### src/rtl/lsu_pkg.sv
// Shared LSU definitions: address geometry, access sizes, fault codes,
// scheduler states and requester ids.
package lsu_pkg;

  localparam int unsigned VA_W     = 32;
  localparam int unsigned PG_OFF_W = 12;
  localparam int unsigned VPN_W    = VA_W - PG_OFF_W;

  typedef enum logic [1:0] {
    SZ_1B = 2'b00,
    SZ_2B = 2'b01,
    SZ_4B = 2'b10,
    SZ_8B = 2'b11
  } size_e;

  typedef logic [1:0] fault_t;

  localparam fault_t FLT_NONE = 2'b00;
  localparam fault_t FLT_MISS = 2'b01;
  localparam fault_t FLT_NP   = 2'b10;
  localparam fault_t FLT_WP   = 2'b11;

  typedef enum logic [1:0] {
    ST_IDLE  = 2'b00,
    ST_LOOK0 = 2'b01,
    ST_LOOK1 = 2'b10,
    ST_DONE  = 2'b11
  } sched_state_e;

  typedef enum logic {
    REQ_RD = 1'b0,
    REQ_WR = 1'b1
  } req_id_e;

  // Access size encoding to (byte count - 1), i.e. offset of the last byte.
  function automatic logic [2:0] size_bytes_m1(input logic [1:0] size);
    logic [2:0] r;
    case (size)
      SZ_1B:   r = 3'd0;
      SZ_2B:   r = 3'd1;
      SZ_4B:   r = 3'd3;
      default: r = 3'd7;
    endcase
    return r;
  endfunction

  // Fault priority: miss, then not-present, then write to a read-only page.
  function automatic fault_t fault_code(input logic hit, input logic pre,
                                        input logic rw, input logic is_store);
    fault_t f;
    if (!hit)                f = FLT_MISS;
    else if (!pre)           f = FLT_NP;
    else if (is_store && !rw) f = FLT_WP;
    else                     f = FLT_NONE;
    return f;
  endfunction

endpackage

### src/rtl/dtlb_lookup_sched_if.sv
// Requester, result and DTLB-port signals of the lookup scheduler.
interface dtlb_lookup_sched_if;
  import lsu_pkg::*;

  logic               rd_v;
  logic [VA_W-1:0]    rd_addr;
  logic [1:0]         rd_size;
  logic               wr_v;
  logic [VA_W-1:0]    wr_addr;
  logic [1:0]         wr_size;

  logic               rd_stall;
  logic               wr_stall;
  logic               rd_done;
  logic               wr_done;
  logic [VA_W-1:0]    pa_lo;
  logic [VA_W-1:0]    pa_hi;
  logic               split;
  logic               pcd;
  logic [1:0]         fault;

  logic               tlb_lookup;
  logic [VPN_W-1:0]   tlb_vpn;
  logic               tlb_hit;
  logic [VPN_W-1:0]   tlb_rpn;
  logic               tlb_pre;
  logic               tlb_rw;
  logic               tlb_pcd;

  modport slave (
    input  rd_v, rd_addr, rd_size, wr_v, wr_addr, wr_size,
    input  tlb_hit, tlb_rpn, tlb_pre, tlb_rw, tlb_pcd,
    output rd_stall, wr_stall, rd_done, wr_done,
    output pa_lo, pa_hi, split, pcd, fault,
    output tlb_lookup, tlb_vpn
  );

  modport master (
    output rd_v, rd_addr, rd_size, wr_v, wr_addr, wr_size,
    output tlb_hit, tlb_rpn, tlb_pre, tlb_rw, tlb_pcd,
    input  rd_stall, wr_stall, rd_done, wr_done,
    input  pa_lo, pa_hi, split, pcd, fault,
    input  tlb_lookup, tlb_vpn
  );

endinterface

### src/rtl/tlb_page_split.sv
// Detects whether an access starting at a page offset runs past the 4 KB page.
module tlb_page_split
  import lsu_pkg::*;
(
  input  logic [PG_OFF_W-1:0] page_off,
  input  logic [1:0]          size,
  output logic                split
);

  logic [PG_OFF_W:0] end_off;

  // Last-byte offset on a one-bit-wider sum; the carry means a page crossing.
  always_comb begin
    end_off = {1'b0, page_off} + {{(PG_OFF_W - 2){1'b0}}, size_bytes_m1(size)};
    split   = end_off[PG_OFF_W];
  end

endmodule

### src/rtl/dtlb_lookup_sched.sv
// Arbitrates load/store requesters onto the single DTLB lookup port,
// splitting page-crossing accesses into two lookups.
module dtlb_lookup_sched
  import lsu_pkg::*;
(
  input  logic                clk,
  input  logic                rst,
  dtlb_lookup_sched_if.slave  bus
);

  sched_state_e        state_q, state_d;
  req_id_e             last_grant_q, last_grant_d;
  req_id_e             id_q, id_d;
  logic [PG_OFF_W-1:0] off_q, off_d;
  logic                xsplit_q, xsplit_d;
  logic [VPN_W-1:0]    rpn0_q, rpn0_d;
  logic                pcd_acc_q, pcd_acc_d;
  logic                tlb_lookup_q, tlb_lookup_d;
  logic [VPN_W-1:0]    tlb_vpn_q, tlb_vpn_d;
  logic [VA_W-1:0]     pa_lo_q, pa_lo_d;
  logic [VA_W-1:0]     pa_hi_q, pa_hi_d;
  logic                split_q, split_d;
  logic                pcd_q, pcd_d;
  fault_t              fault_q, fault_d;
  logic                rd_done_q, rd_done_d;
  logic                wr_done_q, wr_done_d;

  logic                gnt_v;
  req_id_e             gnt_id;
  logic [VA_W-1:0]     sel_addr;
  logic [1:0]          sel_size;
  logic                sel_split;
  fault_t              look_fault;
  logic                look_pcd;

  // Round-robin pick between requesters; a lone requester always wins.
  always_comb begin
    gnt_v = bus.rd_v | bus.wr_v;
    if (bus.rd_v && bus.wr_v)
      gnt_id = (last_grant_q == REQ_WR) ? REQ_RD : REQ_WR;
    else if (bus.wr_v)
      gnt_id = REQ_WR;
    else
      gnt_id = REQ_RD;
    sel_addr = (gnt_id == REQ_WR) ? bus.wr_addr : bus.rd_addr;
    sel_size = (gnt_id == REQ_WR) ? bus.wr_size : bus.rd_size;
  end

  tlb_page_split u_split (
    .page_off (sel_addr[PG_OFF_W-1:0]),
    .size     (sel_size),
    .split    (sel_split)
  );

  // Classify the DTLB response for the page currently being looked up.
  always_comb begin
    look_fault = fault_code(bus.tlb_hit, bus.tlb_pre, bus.tlb_rw, id_q == REQ_WR);
    look_pcd   = bus.tlb_hit & bus.tlb_pcd;
  end

  // Next-state and next-output computation for the scheduler.
  always_comb begin
    state_d      = state_q;
    last_grant_d = last_grant_q;
    id_d         = id_q;
    off_d        = off_q;
    xsplit_d     = xsplit_q;
    rpn0_d       = rpn0_q;
    pcd_acc_d    = pcd_acc_q;
    tlb_lookup_d = 1'b0;
    tlb_vpn_d    = tlb_vpn_q;
    pa_lo_d      = pa_lo_q;
    pa_hi_d      = pa_hi_q;
    split_d      = split_q;
    pcd_d        = pcd_q;
    fault_d      = fault_q;
    rd_done_d    = 1'b0;
    wr_done_d    = 1'b0;

    unique case (state_q)
      ST_IDLE: begin
        if (gnt_v) begin
          last_grant_d = gnt_id;
          id_d         = gnt_id;
          off_d        = sel_addr[PG_OFF_W-1:0];
          xsplit_d     = sel_split;
          tlb_lookup_d = 1'b1;
          tlb_vpn_d    = sel_addr[VA_W-1:PG_OFF_W];
          state_d      = ST_LOOK0;
        end
      end

      ST_LOOK0: begin
        rpn0_d    = bus.tlb_rpn;
        pcd_acc_d = look_pcd;
        if (xsplit_q && (look_fault == FLT_NONE)) begin
          tlb_lookup_d = 1'b1;
          tlb_vpn_d    = tlb_vpn_q + 1'b1;
          state_d      = ST_LOOK1;
        end else begin
          // Single-lookup completion: publish straight from the DTLB response.
          pa_lo_d   = {bus.tlb_rpn, off_q};
          pa_hi_d   = '0;
          split_d   = xsplit_q;
          pcd_d     = look_pcd;
          fault_d   = look_fault;
          rd_done_d = (id_q == REQ_RD);
          wr_done_d = (id_q == REQ_WR);
          state_d   = ST_DONE;
        end
      end

      ST_LOOK1: begin
        pa_lo_d   = {rpn0_q, off_q};
        pa_hi_d   = {bus.tlb_rpn, {PG_OFF_W{1'b0}}};
        split_d   = 1'b1;
        pcd_d     = pcd_acc_q | look_pcd;
        fault_d   = look_fault;
        rd_done_d = (id_q == REQ_RD);
        wr_done_d = (id_q == REQ_WR);
        state_d   = ST_DONE;
      end

      ST_DONE: begin
        state_d = ST_IDLE;
      end

      default: state_d = ST_IDLE;
    endcase
  end

  // State and registered outputs; async reset aborts any access in flight.
  always_ff @(posedge clk or negedge rst) begin
    if (!rst) begin
      state_q      <= ST_IDLE;
      last_grant_q <= REQ_WR;
      id_q         <= REQ_RD;
      off_q        <= '0;
      xsplit_q     <= 1'b0;
      rpn0_q       <= '0;
      pcd_acc_q    <= 1'b0;
      tlb_lookup_q <= 1'b0;
      tlb_vpn_q    <= '0;
      pa_lo_q      <= '0;
      pa_hi_q      <= '0;
      split_q      <= 1'b0;
      pcd_q        <= 1'b0;
      fault_q      <= FLT_NONE;
      rd_done_q    <= 1'b0;
      wr_done_q    <= 1'b0;
    end else begin
      state_q      <= state_d;
      last_grant_q <= last_grant_d;
      id_q         <= id_d;
      off_q        <= off_d;
      xsplit_q     <= xsplit_d;
      rpn0_q       <= rpn0_d;
      pcd_acc_q    <= pcd_acc_d;
      tlb_lookup_q <= tlb_lookup_d;
      tlb_vpn_q    <= tlb_vpn_d;
      pa_lo_q      <= pa_lo_d;
      pa_hi_q      <= pa_hi_d;
      split_q      <= split_d;
      pcd_q        <= pcd_d;
      fault_q      <= fault_d;
      rd_done_q    <= rd_done_d;
      wr_done_q    <= wr_done_d;
    end
  end

  // Stalls are gated by reset so every output reads zero while it is held.
  assign bus.rd_stall   = rst & bus.rd_v & ~rd_done_q;
  assign bus.wr_stall   = rst & bus.wr_v & ~wr_done_q;
  assign bus.rd_done    = rd_done_q;
  assign bus.wr_done    = wr_done_q;
  assign bus.pa_lo      = pa_lo_q;
  assign bus.pa_hi      = pa_hi_q;
  assign bus.split      = split_q;
  assign bus.pcd        = pcd_q;
  assign bus.fault      = fault_q;
  assign bus.tlb_lookup = tlb_lookup_q;
  assign bus.tlb_vpn    = tlb_vpn_q;

endmodule
### src/flat_wrapper.sv
// flat-port wrapper written by rule: the top's interface ports become plain ports
module dtlb_lookup_sched_flat import lsu_pkg::*;
  (clk, rst, bus_rd_v, bus_rd_addr, bus_rd_size, bus_wr_v, bus_wr_addr, bus_wr_size, bus_tlb_hit, bus_tlb_rpn, bus_tlb_pre, bus_tlb_rw, bus_tlb_pcd, bus_rd_stall, bus_wr_stall, bus_rd_done, bus_wr_done, bus_pa_lo, bus_pa_hi, bus_split, bus_pcd, bus_fault, bus_tlb_lookup, bus_tlb_vpn);
  dtlb_lookup_sched_if bus_i ();
  input  logic clk;
  input  logic rst;
  input wire logic [$bits(bus_i.rd_v)-1:0] bus_rd_v;
  input wire logic [$bits(bus_i.rd_addr)-1:0] bus_rd_addr;
  input wire logic [$bits(bus_i.rd_size)-1:0] bus_rd_size;
  input wire logic [$bits(bus_i.wr_v)-1:0] bus_wr_v;
  input wire logic [$bits(bus_i.wr_addr)-1:0] bus_wr_addr;
  input wire logic [$bits(bus_i.wr_size)-1:0] bus_wr_size;
  input wire logic [$bits(bus_i.tlb_hit)-1:0] bus_tlb_hit;
  input wire logic [$bits(bus_i.tlb_rpn)-1:0] bus_tlb_rpn;
  input wire logic [$bits(bus_i.tlb_pre)-1:0] bus_tlb_pre;
  input wire logic [$bits(bus_i.tlb_rw)-1:0] bus_tlb_rw;
  input wire logic [$bits(bus_i.tlb_pcd)-1:0] bus_tlb_pcd;
  output wire logic [$bits(bus_i.rd_stall)-1:0] bus_rd_stall;
  output wire logic [$bits(bus_i.wr_stall)-1:0] bus_wr_stall;
  output wire logic [$bits(bus_i.rd_done)-1:0] bus_rd_done;
  output wire logic [$bits(bus_i.wr_done)-1:0] bus_wr_done;
  output wire logic [$bits(bus_i.pa_lo)-1:0] bus_pa_lo;
  output wire logic [$bits(bus_i.pa_hi)-1:0] bus_pa_hi;
  output wire logic [$bits(bus_i.split)-1:0] bus_split;
  output wire logic [$bits(bus_i.pcd)-1:0] bus_pcd;
  output wire logic [$bits(bus_i.fault)-1:0] bus_fault;
  output wire logic [$bits(bus_i.tlb_lookup)-1:0] bus_tlb_lookup;
  output wire logic [$bits(bus_i.tlb_vpn)-1:0] bus_tlb_vpn;
  assign bus_i.rd_v = bus_rd_v;
  assign bus_i.rd_addr = bus_rd_addr;
  assign bus_i.rd_size = bus_rd_size;
  assign bus_i.wr_v = bus_wr_v;
  assign bus_i.wr_addr = bus_wr_addr;
  assign bus_i.wr_size = bus_wr_size;
  assign bus_i.tlb_hit = bus_tlb_hit;
  assign bus_i.tlb_rpn = bus_tlb_rpn;
  assign bus_i.tlb_pre = bus_tlb_pre;
  assign bus_i.tlb_rw = bus_tlb_rw;
  assign bus_i.tlb_pcd = bus_tlb_pcd;
  assign bus_rd_stall = bus_i.rd_stall;
  assign bus_wr_stall = bus_i.wr_stall;
  assign bus_rd_done = bus_i.rd_done;
  assign bus_wr_done = bus_i.wr_done;
  assign bus_pa_lo = bus_i.pa_lo;
  assign bus_pa_hi = bus_i.pa_hi;
  assign bus_split = bus_i.split;
  assign bus_pcd = bus_i.pcd;
  assign bus_fault = bus_i.fault;
  assign bus_tlb_lookup = bus_i.tlb_lookup;
  assign bus_tlb_vpn = bus_i.tlb_vpn;
  dtlb_lookup_sched u_core (.clk(clk), .rst(rst), .bus(bus_i));
endmodule
### config.mk
export PLATFORM = sky130hd
export DESIGN_NAME = dtlb_lookup_sched_flat
export DESIGN_NICKNAME = d
export VERILOG_FILES = /design/src/rtl/lsu_pkg.sv /design/src/rtl/dtlb_lookup_sched_if.sv /design/src/rtl/tlb_page_split.sv /design/src/rtl/dtlb_lookup_sched.sv /design/src/flat_wrapper.sv
export SDC_FILE = /design/constraint.sdc
export NUM_CORES = 1
export LEC_CHECK = 0
export CORE_MARGIN = 3
export CORE_UTILIZATION = 42
export DETAILED_ROUTE_END_ITERATION = 7
export GPL_ROUTABILITY_DRIVEN = 0
export PLACE_DENSITY_LB_ADDON = 0.12
export SLEW_MARGIN = 25
export SYNTH_ARGS = -nofsm -noshare
export SYNTH_HDL_FRONTEND = slang
export SYNTH_SLANG_ARGS = --single-unit
### constraint.sdc
create_clock -name clk -period 3.2 [get_ports clk]
set_input_delay 0.64 -clock clk [delete_from_list [all_inputs] [get_ports clk]]
set_output_delay 0.64 -clock clk [all_outputs]
set_load 0.01 [all_outputs]
==> results.sh <==
export IMPL_layout_common_cells="clkdlybuf4s50_1, dfrtp_1, nand2_1"
export IMPL_vdd_drop_max_v=0.0006281
export IMPL_die_h_um=123.1
export IMPL_post_route_period_util=0.8218
export IMPL_cp_end_kind="output pin"
export IMPL_holdWs_ps=71.55
export IMPL_filler_cell_count=1151
export IMPL_setup_slack_ps=570.4
export IMPL_swShare=0.3622
export IMPL_final_hold_violation_count=0
export IMPL_fp_dieW_um=123.1
export IMPL_ys_seq_area_frac=0.5089
export IMPL_grt_first_pass_wirelength_um=23870
export IMPL_route_detailed_drc=0
export IMPL_worstHoldPathType="in -> async"
export IMPL_seq_area_um2=2929
export IMPL_htreeDepth=4
export IMPL_p_seq_frac=0.324
export IMPL_pre_cts_slack_ps=500.7
export IMPL_maxCapViolCount=0
export IMPL_yosys_area_top_type="dfrtp_1"
export IMPL_postRouteAntennaNets=0
export IMPL_cts_root_buf="clkbuf_16"
export IMPL_synth_edff_count=0
export IMPL_tightest_slew_ps=867.3
export IMPL_ys_ff_latch=117
export IMPL_antenna_found_initial=0
export IMPL_setup_violations=0
export IMPL_grt_usage=0.2007
export IMPL_layout_drive_gt1_share=0.1297
export IMPL_grt_pass1_vias=4739
export IMPL_finClkSkew_ps=8.251
export IMPL_rsz0062_at_grt="false"
export IMPL_grt_overflow=0
export IMPL_cp_arrival_ps=1990
export IMPL_multi_input_area_um2=2599
export IMPL_final_common_cell="clkdlybuf4s50_1"
export IMPL_reg2reg_depth=7
export IMPL_p_int_mw=5.416
export IMPL_coreArea_um2=13350
export IMPL_post_cts_resized=0
export IMPL_io_pins=189
export IMPL_netlist_instances=558
export IMPL_vias_per_cell=5.274
export IMPL_postCtsSetupBuffers=0
export IMPL_cts_hold_buffers=0
export IMPL_power_density_nw_per_um2=1031
export IMPL_clk_pin_slew_ps=50
export IMPL_outcome="finished, final reports clean"
export IMPL_cts_sinks=117
export IMPL_synth_cell_types=58
export IMPL_start_util=0.4312
export IMPL_worstSetupPathType="in -> out"
export IMPL_crit_required_ps=2560
export IMPL_slew_viol_final=0
export IMPL_wl_per_cell_um=16.56
export IMPL_crit_fanout=6
export IMPL_synth_flop_cell="dfrtp_1"
export IMPL_firstDrtPassIters=4
export IMPL_num_vias=4831
export IMPL_slew_headroom=0.4218
export IMPL_fin_setup_tns_ps=0
export IMPL_area_growth_syn_to_layout_pct=43.15
export IMPL_grt_max_degree=63
export IMPL_period_needed_ps=2630
export IMPL_insertion_delay_ps=410
export IMPL_cts_buffers=17
export IMPL_clkPwrFrac=0.231
export IMPL_syn_area_per_cell_um2=10.31
export IMPL_die_area_um2=15140
export IMPL_syn_area_um2=5756
export IMPL_fmax_mhz=380.3
export IMPL_nets=829
export IMPL_switchingPower_mw=3.076
export IMPL_synth_top_cell_area_share=0.5043
export IMPL_yosysWarnings=0
export IMPL_drt_total_wl_um=15170
export IMPL_start_kind="input pin"
export IMPL_netlist_top_cells_area="dfrtp_1, nand2_1, mux2_2"
export IMPL_detail_route_iter0_violations=289
export IMPL_comb_power_share=0.446
export IMPL_tritoncts="done"
export IMPL_rows=42
export IMPL_antenna_cells=0
export IMPL_p_leak_nw=3.501
export IMPL_synthArstFlopShare=1.000
export IMPL_portBuffers=176
export IMPL_dp_hpwl_um=10730
export IMPL_clockBufferDepth=2
==> layout make-up <==
type,count,share of cell area
Sequential cell,117,0.3555
Multi-Input combinational cell,399,0.3154
Timing Repair Buffer,187,0.2251
Clock buffer,21,0.05710
Tap cell,176,0.02673
Clock inverter,11,0.01792
Inverter,5,0.002278
==> cells by family (layout without fill, tap and decap cells) <==
logic type / count (synthesis) / in the layout / share of synthesized area
and+or+nand+nor: 174 / 174 / 0.1422
AOI/OAI and AO/OA: 136 / 136 / 0.1522
DFF: 117 / 117 / 0.5089
muxes: 71 / 71 / 0.1309
buffers and inverters: 53 / 224 / 0.05217
adders and majority gates: 6 / 6 / 0.01304
other: 1 / 12 / 0.0006515
==> sequential cells by signal (all words and copies together), names as in the netlist, 2 cells and up <==
register / flops
u_core.bus.fault: 2
u_core.rpn0_q: 20
u_core.off_q: 12
u_core.bus.pa_hi: 20
u_core.bus.pa_lo: 32
u_core.state_q: 2
u_core.bus.tlb_vpn: 20
==> cells in the mapped netlist, types with 12 or more instances <==
master	instances
mux2i_1	37
o22ai_1	12
clkbuf_1	13
a21oi_1	18
mux2_2	34
dfrtp_1	116
buf_4	17
nand2_1	106
o21ai_0	53
nor2_1	17
nand3_1	12
a22o_1	21
==> power by group through the flow <==
stage	clock network [mW]	logic [mW]	registers [mW]
3_3_place_gp	0	3.73	2.73
5_1_grt	2.07	4.17	2.85
6_report	1.96	3.78	2.75
4_1_cts	1.99	3.83	2.75
3_5_place_dp	0	3.81	2.76
2_1_floorplan	0	2.12	2.84
==> final timing paths <==
kind / startpoint / endpoint / slack, ps
min in group clk: u_core.bus.pa_lo[6] / u_core.bus.pa_lo[6] / 470
max in group asynchronous: rst / u_core.bus.pa_lo[23] / 1680
worst max-delay path: bus_wr_v / bus_wr_stall / 570
worst min-delay path: rst / u_core.bus.rd_done / 70
worst max register to register: u_core.state_q[1] / u_core.bus.tlb_vpn[9] / 900
worst min register to register: u_core.bus.pa_lo[6] / u_core.bus.pa_lo[6] / 470
==> per-layer routing <==
metal  share of wire  vias up  global-route usage
met3           0.067       12             0.05672
met2            0.48      156              0.3153
li1                -     2317                   -
met5               0        -                   0
met4           0.014        0             0.07405
met1            0.44     2346              0.2659
==> critical path: stages <==
cell and delay [ps]:
clkdlybuf4s50_1 580, nand2_1 90, nor2_1 90, clkdlybuf4s50_1 590
==> metrics by stage <==
stage,util,total power [mW],cells,instance area (um^2)
after floorplan,-,4.958,569,5797
after global placement,0.5710,6.465,884,7621
after detailed placement,0.5710,6.572,884,7621
after CTS,0.6173,8.575,916,8239
after global routing,0.6173,9.089,916,8239
final,0.6173,8.492,916,8239
Power figures use the tool's default switching activity.
